## src/rtl/dma_copy_engine.sv

```systemverilog
// Word-copy DMA engine: register slave port plus a request/grant master port.
// Optional completion interrupt enabled by defining DMA_COPY_IRQ_EN.
module dma_copy_engine #(
    parameter int LEN_W = 12
) (
    input  logic        clock,
    input  logic        reset,
    input  logic        s_we,
    input  logic [1:0]  s_addr,
    input  logic [31:0] s_wd,
    output logic [31:0] s_rd,
    output logic        m_req,
    output logic        m_we,
    output logic [31:0] m_addr,
    output logic [31:0] m_wd,
    input  logic [31:0] m_rd,
    input  logic        m_gnt
`ifdef DMA_COPY_IRQ_EN
    ,
    output logic        irq
`endif
);

    typedef enum logic [1:0] {
        IDLE = 2'd0,
        RD   = 2'd1,
        WR   = 2'd2
    } state_t;

    state_t           state;
    logic [31:0]      src;
    logic [31:0]      dst;
    logic [LEN_W-1:0] len;
    logic [31:0]      buffer;
    logic             done;
    logic             busy;

    logic wr_src, wr_dst, wr_len, wr_ctrl, start, done_clr;

    assign wr_src   = s_we && (s_addr == 2'd0);
    assign wr_dst   = s_we && (s_addr == 2'd1);
    assign wr_len   = s_we && (s_addr == 2'd2);
    assign wr_ctrl  = s_we && (s_addr == 2'd3);
    assign start    = wr_ctrl && s_wd[0];
    assign done_clr = wr_ctrl && s_wd[1];

    assign busy = (state != IDLE);
    // The buffer register drives the write-data bus directly, so it holds through stalls.
    assign m_wd = buffer;

    // NOTE: every sequential assignment is non-blocking so all state updates see pre-edge values.
    always_ff @(posedge clock or posedge reset) begin
        if (reset) begin
            state  <= IDLE;
            src    <= '0;
            dst    <= '0;
            len    <= '0;
            buffer <= '0;
            done   <= 1'b0;
            m_req  <= 1'b0;
            m_we   <= 1'b0;
            m_addr <= '0;
        end else begin
            case (state)
                IDLE: begin
                    if (wr_src) src <= {s_wd[31:2], 2'b00};
                    if (wr_dst) dst <= {s_wd[31:2], 2'b00};
                    if (wr_len) len <= s_wd[LEN_W-1:0];
                    if (start) begin
                        if (len != '0) begin
                            done   <= 1'b0;
                            state  <= RD;
                            m_req  <= 1'b1;
                            m_we   <= 1'b0;
                            m_addr <= src;
                        end else begin
                            done <= 1'b1;
                        end
                    end else if (done_clr) begin
                        done <= 1'b0;
                    end
                end
                RD: begin
                    if (m_gnt) begin
                        buffer <= m_rd;
                        src    <= src + 32'd4;
                        state  <= WR;
                        m_we   <= 1'b1;
                        m_addr <= dst;
                    end
                end
                WR: begin
                    if (m_gnt) begin
                        dst <= dst + 32'd4;
                        len <= len - LEN_W'(1);
                        m_we <= 1'b0;
                        if (len == LEN_W'(1)) begin
                            done  <= 1'b1;
                            state <= IDLE;
                            m_req <= 1'b0;
                        end else begin
                            state  <= RD;
                            m_addr <= src;
                        end
                    end
                end
                default: begin
                    state <= IDLE;
                    m_req <= 1'b0;
                    m_we  <= 1'b0;
                end
            endcase
        end
    end

`ifdef DMA_COPY_IRQ_EN
    logic ie;

    // irq lags done/ie by one cycle, so it drops the cycle after the clearing write.
    always_ff @(posedge clock or posedge reset) begin
        if (reset) begin
            ie  <= 1'b0;
            irq <= 1'b0;
        end else begin
            if (wr_ctrl) ie <= s_wd[2];
            irq <= done && ie;
        end
    end

    always_comb begin
        s_rd = '0;
        case (s_addr)
            2'd0:    s_rd = src;
            2'd1:    s_rd = dst;
            2'd2:    s_rd = 32'(len);
            default: s_rd = {29'b0, ie, done, busy};
        endcase
    end
`else
    always_comb begin
        s_rd = '0;
        case (s_addr)
            2'd0:    s_rd = src;
            2'd1:    s_rd = dst;
            2'd2:    s_rd = 32'(len);
            default: s_rd = {30'b0, done, busy};
        endcase
    end
`endif

endmodule

```

## config.mk

```make
export PLATFORM = sky130hd
export DESIGN_NAME = dma_copy_engine
export DESIGN_NICKNAME = d
export VERILOG_FILES = /design/src/rtl/dma_copy_engine.sv
export SDC_FILE = /design/constraint.sdc
export NUM_CORES = 1
export LEC_CHECK = 0
export ABC_AREA = 1
export CAP_MARGIN = 20
export CELL_PAD_IN_SITES_DETAIL_PLACEMENT = 2
export CELL_PAD_IN_SITES_GLOBAL_PLACEMENT = 2
export CORE_UTILIZATION = 26
export DETAILED_ROUTE_END_ITERATION = 10
export PLACE_DENSITY = 0.81
export SLEW_MARGIN = 20
export SYNTH_ARGS = -nofsm -noshare
export SYNTH_HDL_FRONTEND = slang
export SYNTH_SLANG_ARGS = --single-unit
```

## constraint.sdc

```tcl
create_clock -name clock -period 4.6 [get_ports clock]
set_input_delay 0.92 -clock clock [delete_from_list [all_inputs] [get_ports clock]]
set_output_delay 0.92 -clock clock [all_outputs]
set_load 0.03 [all_outputs]
```

==> impl_metrics.toml, run 1 <==
[finish]
area_growth_syn_to_layout_pct = 28.72
nets = 1547
mostFrequentLayoutCell = "nand2_1"
fillers = 4074
final_cell_mix = "nand2_1, inv_1, clkdlybuf4s50_1"
stdcell_area_mm2 = 0.01171
diodes = 0
post_route_cells_drive_above_1_share_pct = 7.609

[logic_synthesis]
ys_seq_area_share_pct = 38.23
synth_area_mm2 = 0.009097
syn_area_per_cell_um2 = 6.830
synth_top_flop_cell = "dfrtp_1"
synth_area_leaders = "dfrtp_1, nand2_1, inv_1"
async_reset_ff_share_pct = 100.0
yosysTopAreaCellShare_pct = 38.23
synth_seq_cells = 139
synth_cell_types = 35
postSynthCellCount = 1332
synth_edf_count = 0
yosysWarningCount = 0
yosys.area.top_type = "dfrtp_1"

[routing]
wl_per_cell_um = 20.64
wl_um = 40040
dr.pass1.iters = 4
num_vias = 9794
drtIter0Drc = 503
vias_per_cell = 5.048
drc = 0
ant_nets = 0

[die]
rows = 68
die_y_um = 189.1
die_area_mm2 = 0.03574
fp.dieW_um = 189.1
io_pins = 168
coreArea_mm2 = 0.03446
start_util_pct = 26.40

[global_routing]
grt_pass1_vias = 10585
grt_pass1_wl_um = 62060
grt_usage_pct = 22.72
grt-ovfl-total = 0
grt_max_degree = 95
antenna_found_initial = 0

[worst_setup_path]
path_buf_inv = 3
slowest_delay_ps = 720
required_ps = 3680
criticalPathCategory = "input pin to primary output"
crit-reg2reg-capture = "src[6]"
worstRegToRegCells = 10
cpLargestDelayFamily = "buffers and inverters"
critPathSlowestCell = "inv_1"
crit_fanout = 23
crit_path_cell_trace = "clkdlybuf4s50_1 > nor2_2 > inv_1 > o221ai_1 > clkdlybuf4s50_1"
r2r_slack_ps = 1380
r2r_start = "state[1]"
end_kind = "primary output"
cp.arrival_ps = 3230
worstSetupStartpointType = "input pin"
cpMostUsedCell = "clkdlybuf4s50_1"

[clock_network]
cts_resized = 0
cts-root-buf = "clkbuf_16"
cts_tree = "yes"
cts_max_level = 4
postCtsSetupBuffers = 0
numCtsBuffers = 17
clkSinkCount = 139
ctsHoldBuffers = 0
worstSkewPairLatency_ps = 450
clk_pin_slew_ps = 70
cts_max_path_buffers = 2

[sta]
worst_pin_slew_ps = 997.3
max-slew-margin-rel_pct = 33.44
skew_ps = 13.50
rsz0062_at_grt = "false"
setup_viol = 0
setup_tns_ps = 0
report.final.slew_viol_count = 0
period_minus_slack_ps = 4151
hold_slack_ps = 477.6
setup_slack_ps = 448.6
fmax_mhz = 240.9
final-hold-violation-count = 0
fin_crit_sh_pct = 90.25

[placed_design]
dpl_cell_area_mm2 = 0.01110
pre_cts_ws_ps = 451.6
dp_hpwl_um = 30140
place_congestion = 0.8685
port_buffers = 165

[min_path]
min_delay_path_depth = 2
hold_class = "flop to flop"
hold_start = "m_req"
holdPathEnd = "m_req"

[flow_run]
drv_cap = 0

[pwr]
max-vdd-ir-drop_uv = 320.9
power_density_mw_per_mm2 = 766.5
p_leak_nw = 5.431

[status]
status = "finished clean"
[layout make-up]
class	instances	area, um^2	share of cell area [%]
clock buffers	18	439.2	3.750
clock inverters	14	147.6	1.261
inverters	173	653.1	5.578
multi-input cells	963	4636	39.59
flip-flops and latches	139	3478	29.70
well taps	455	569.3	4.862
repair buffers	178	1787	15.26
[registers in the layout (all words and copies together) (netlist names)]
signal and flops:
state 2, len 12, m_addr 30, dst 30, done 1, m_req 1, m_we 1, src 30
m_wd 32
[metrics by stage]
step	utilization [%]	power (W)	instances
floorplan	-	0.005567	1333
global placement	32.22	0.007311	1907
detailed placement	32.22	0.007516	1907
CTS	33.93	0.009036	1939
global route	33.98	0.009577	1940
finish	33.98	0.008976	1940
[power breakdown]
part	internal (W)	switching (W)
Combinational	0.00169	0.00337
Clock	0.000784	0.000667
Sequential	0.00183	0.000629
[worst reg2reg max path, cell delays in order (launching register included)]
cell and delay [ps]:
dfrtp_1 440, inv_1 150, nand2_2 80, inv_2 550, nand2_4 480, nand2_2 180
buf_4 440, inv_2 350, a21oi_1 200, o21ai_0 110, o21ai_0 150
[synthesized netlist by cell type, drive strengths merged, types with 5 or more instances]
library cell / instances
buf: 43
ha: 5
nand3: 112
a21oi: 54
o22ai: 21
nand2: 427
clkbuf: 15
nor2: 140
a31oi: 9
o21bai: 30
dfrtp: 139
o21ai: 105
mux2: 32
inv: 173
o221ai: 9
[cells by family after synthesis]
group	count (synthesis)	synth area share, %
and+or+nand+nor	687	30.53
adders and majority gates	5	0.6877
muxes	32	3.961
DFF	139	38.23
AOI/OAI and AO/OA	234	15.40
xor gates and xnor gates	3	0.2889
buffers and inverters	231	10.85
other	1	0.04122
[worst max-delay path by stage]
stage | start | to | slack, ps | depth (start not counted)
finish | s_addr[0] | s_rd[4] | 450 | 5
floorplan | s_addr[0] | s_rd[2] | 1630 | 4
global placement | s_addr[0] | s_rd[5] | 580 | 5
global route | s_addr[0] | s_rd[4] | 350 | 5
CTS | s_addr[1] | s_rd[4] | 440 | 5
detailed placement | s_addr[1] | s_rd[4] | 450 | 5
[metal layers]
layer	track usage, %	wire length [um]	vias up
met5	0	0	-
met2	37.25	18500	282
met3	4.727	2391	64
met1	29.21	17720	4904
li1	-	-	4544
met4	8.654	1417	0
(Power assumes the default switching activity.)
==> inputs of run 2 (changes only) <==
- CORE_MARGIN: unset -> 1
- CORE_UTILIZATION: 26 -> 27
- CTS_BUF_LIST: unset -> sky130_fd_sc_hd__clkbuf_2
- CTS_CLUSTER_SIZE: unset -> 30
- PLACE_DENSITY: 0.81 -> 0.84
==> run 2 against run 1 <==
Effect of this change: sequential power barely moved; cell count down 0.72%; combinational power about the same; via count rose by 0.42%; clock power shrank 38%; non-clock buffer count fell by 1; highest routed layer unchanged.
==> impl_metrics.toml, run 2 (synthesis results as in run 1) <==
[worst_setup_path]
cp.arrival_ps = 3320
slowest_delay_ps = 780
criticalPathCategory = "input pin to primary output"
r2r_slack_ps = 1150
required_ps = 3680
cp_num_cells = 5
crit_start = "s_addr[1]"
crit-reg2reg-capture = "m_addr[7]"
crit_path_cell_trace = "clkdlybuf4s50_1 > nor2_2 > inv_1 > o221ai_1 > clkdlybuf4s50_1"
worstSetupStartpointType = "input pin"
crit_fanout = 23
crit_end = "s_rd[2]"
end_kind = "primary output"
critPathSlowestCell = "inv_1"
cpLargestDelayFamily = "buffers and inverters"
worstRegToRegCells = 9
r2r_start = "len[4]"
path_buf_inv = 3
cpMostUsedCell = "clkdlybuf4s50_1"

[sta]
period_minus_slack_ps = 4241
report.final.slew_viol_count = 0
final-hold-violation-count = 0
fmax_mhz = 235.8
setup_viol = 0
rsz0062_at_grt = "false"
max-slew-margin-rel_pct = 27.40
setup_tns_ps = 0
worst_pin_slew_ps = 1082
fin_crit_sh_pct = 92.19
setup_slack_ps = 359.4
skew_ps = 62.77

[placed_design]
dp_hpwl_um = 31140
port_buffers = 165
pre_cts_ws_ps = 394.2
place_congestion = 0.8796

[global_routing]
grt-ovfl-total = 0
grt_pass1_wl_um = 63210
grt_pass1_vias = 10469
antenna_found_initial = 2
grt_usage_pct = 24.51
grt_max_degree = 95

[die]
die_y_um = 185.6
rows = 66
fp.dieW_um = 185.6
die_area_mm2 = 0.03443
io_pins = 168
start_util_pct = 27.68
coreArea_mm2 = 0.03287

[routing]
drc = 0
ant_nets = 0
num_vias = 9835
drtIter0Drc = 495
wl_um = 41190
vias_per_cell = 5.106
top_layer_used = "met4"
dr.pass1.iters = 5
wl_per_cell_um = 21.38
wl_met3_um = 2033
wl_met2_um = 19970
drt-met1-wl_um = 18420

[finish]
largest_reg_flops = 32
fillers = 3994
mostFrequentLayoutCell = "nand2_1"
post_route_cells_drive_above_1_share_pct = 7.480
diodes = 0
area_growth_syn_to_layout_pct = 24.73
nets = 1546
utilization_pct = 34.52
final_cell_mix = "nand2_1, inv_1, clkdlybuf4s50_1"

[clock_network]
cts_resized = 0
worstSkewPairLatency_ps = 890
cts_max_level = 4
cts_tree = "yes"
postCtsSetupBuffers = 0
clkSinkCount = 139
numCtsBuffers = 17
clk_pin_slew_ps = 290
cts_max_path_buffers = 2
cts-root-buf = "clkbuf_2"
ctsHoldBuffers = 0

[min_path]
hold_class = "input pin to asynchronous set/reset pin"

[pwr]
power_density_mw_per_mm2 = 744.9
p_leak_nw = 5.286
max-vdd-ir-drop_uv = 361.4

[flow_run]
drv_cap = 0

[status]
status = "finished clean"
-- run 2: area by class of cell --
cell class              instances  area [um^2]  share of cell area (%)
flip-flops and latches        139         3478                   30.65
clock inverters                15        187.7                   1.654
well taps                     442        553.0                   4.874
clock buffers                  17        85.08                  0.7498
inverters                     173        653.1                   5.756
repair buffers                177         1754                   15.46
multi-input cells             963         4636                   40.85
-- run 2: routing by layer --
metal	GRT usage, %	up-vias
met5	0	-
met4	6.295	0
met3	4.344	43
met2	41.89	255
met1	31.73	4993
li1	-	4544
-- run 2: worst min-delay path by stage --
| stage | from | to | slack, ps | cells past startpoint |
|---|---|---|---|---|
| global route | reset | m_addr[14] | 550 | 2 |
| CTS | reset | m_wd[18] | 510 | 2 |
| detailed placement | m_we | m_we | 490 | 2 |
| finish | reset | m_addr[16] | 540 | 2 |
| floorplan | dst[31] | dst[31] | 470 | 2 |
| global placement | m_we | m_we | 460 | 2 |
-- run 2: metrics by stage --
step	instances	hold WS [ps]	area [um^2]	power [W]
after global routing	1926	549.0	11350	0.009047
after floorplan	1333	470.4	9105	0.005567
final	1926	538.1	11350	0.008452
after global placement	1894	457.6	11070	0.007311
after CTS	1926	511.5	11350	0.008516
after detailed placement	1894	486.3	11070	0.007572
-- run 2: worst register-to-register path, cell delays in order, from the launching register on --
cell and delay, ps:
dfrtp_1 520, nor2_1 210, nand2_1 150, nor2_1 220, nand3_1 180, nand2_1 100, buf_4 340, clkinv_1 970
nand3_1 590, nand2_1 110
-- run 2: where the power goes --
| group | switching (W) | leakage, nW | internal, W |
|---|---|---|---|
| logic | 0.00340 | 3.47 | 0.00168 |
| registers | 0.000644 | 1.65 | 0.00182 |
| clock network | 0.000620 | 0.163 | 0.000285 |
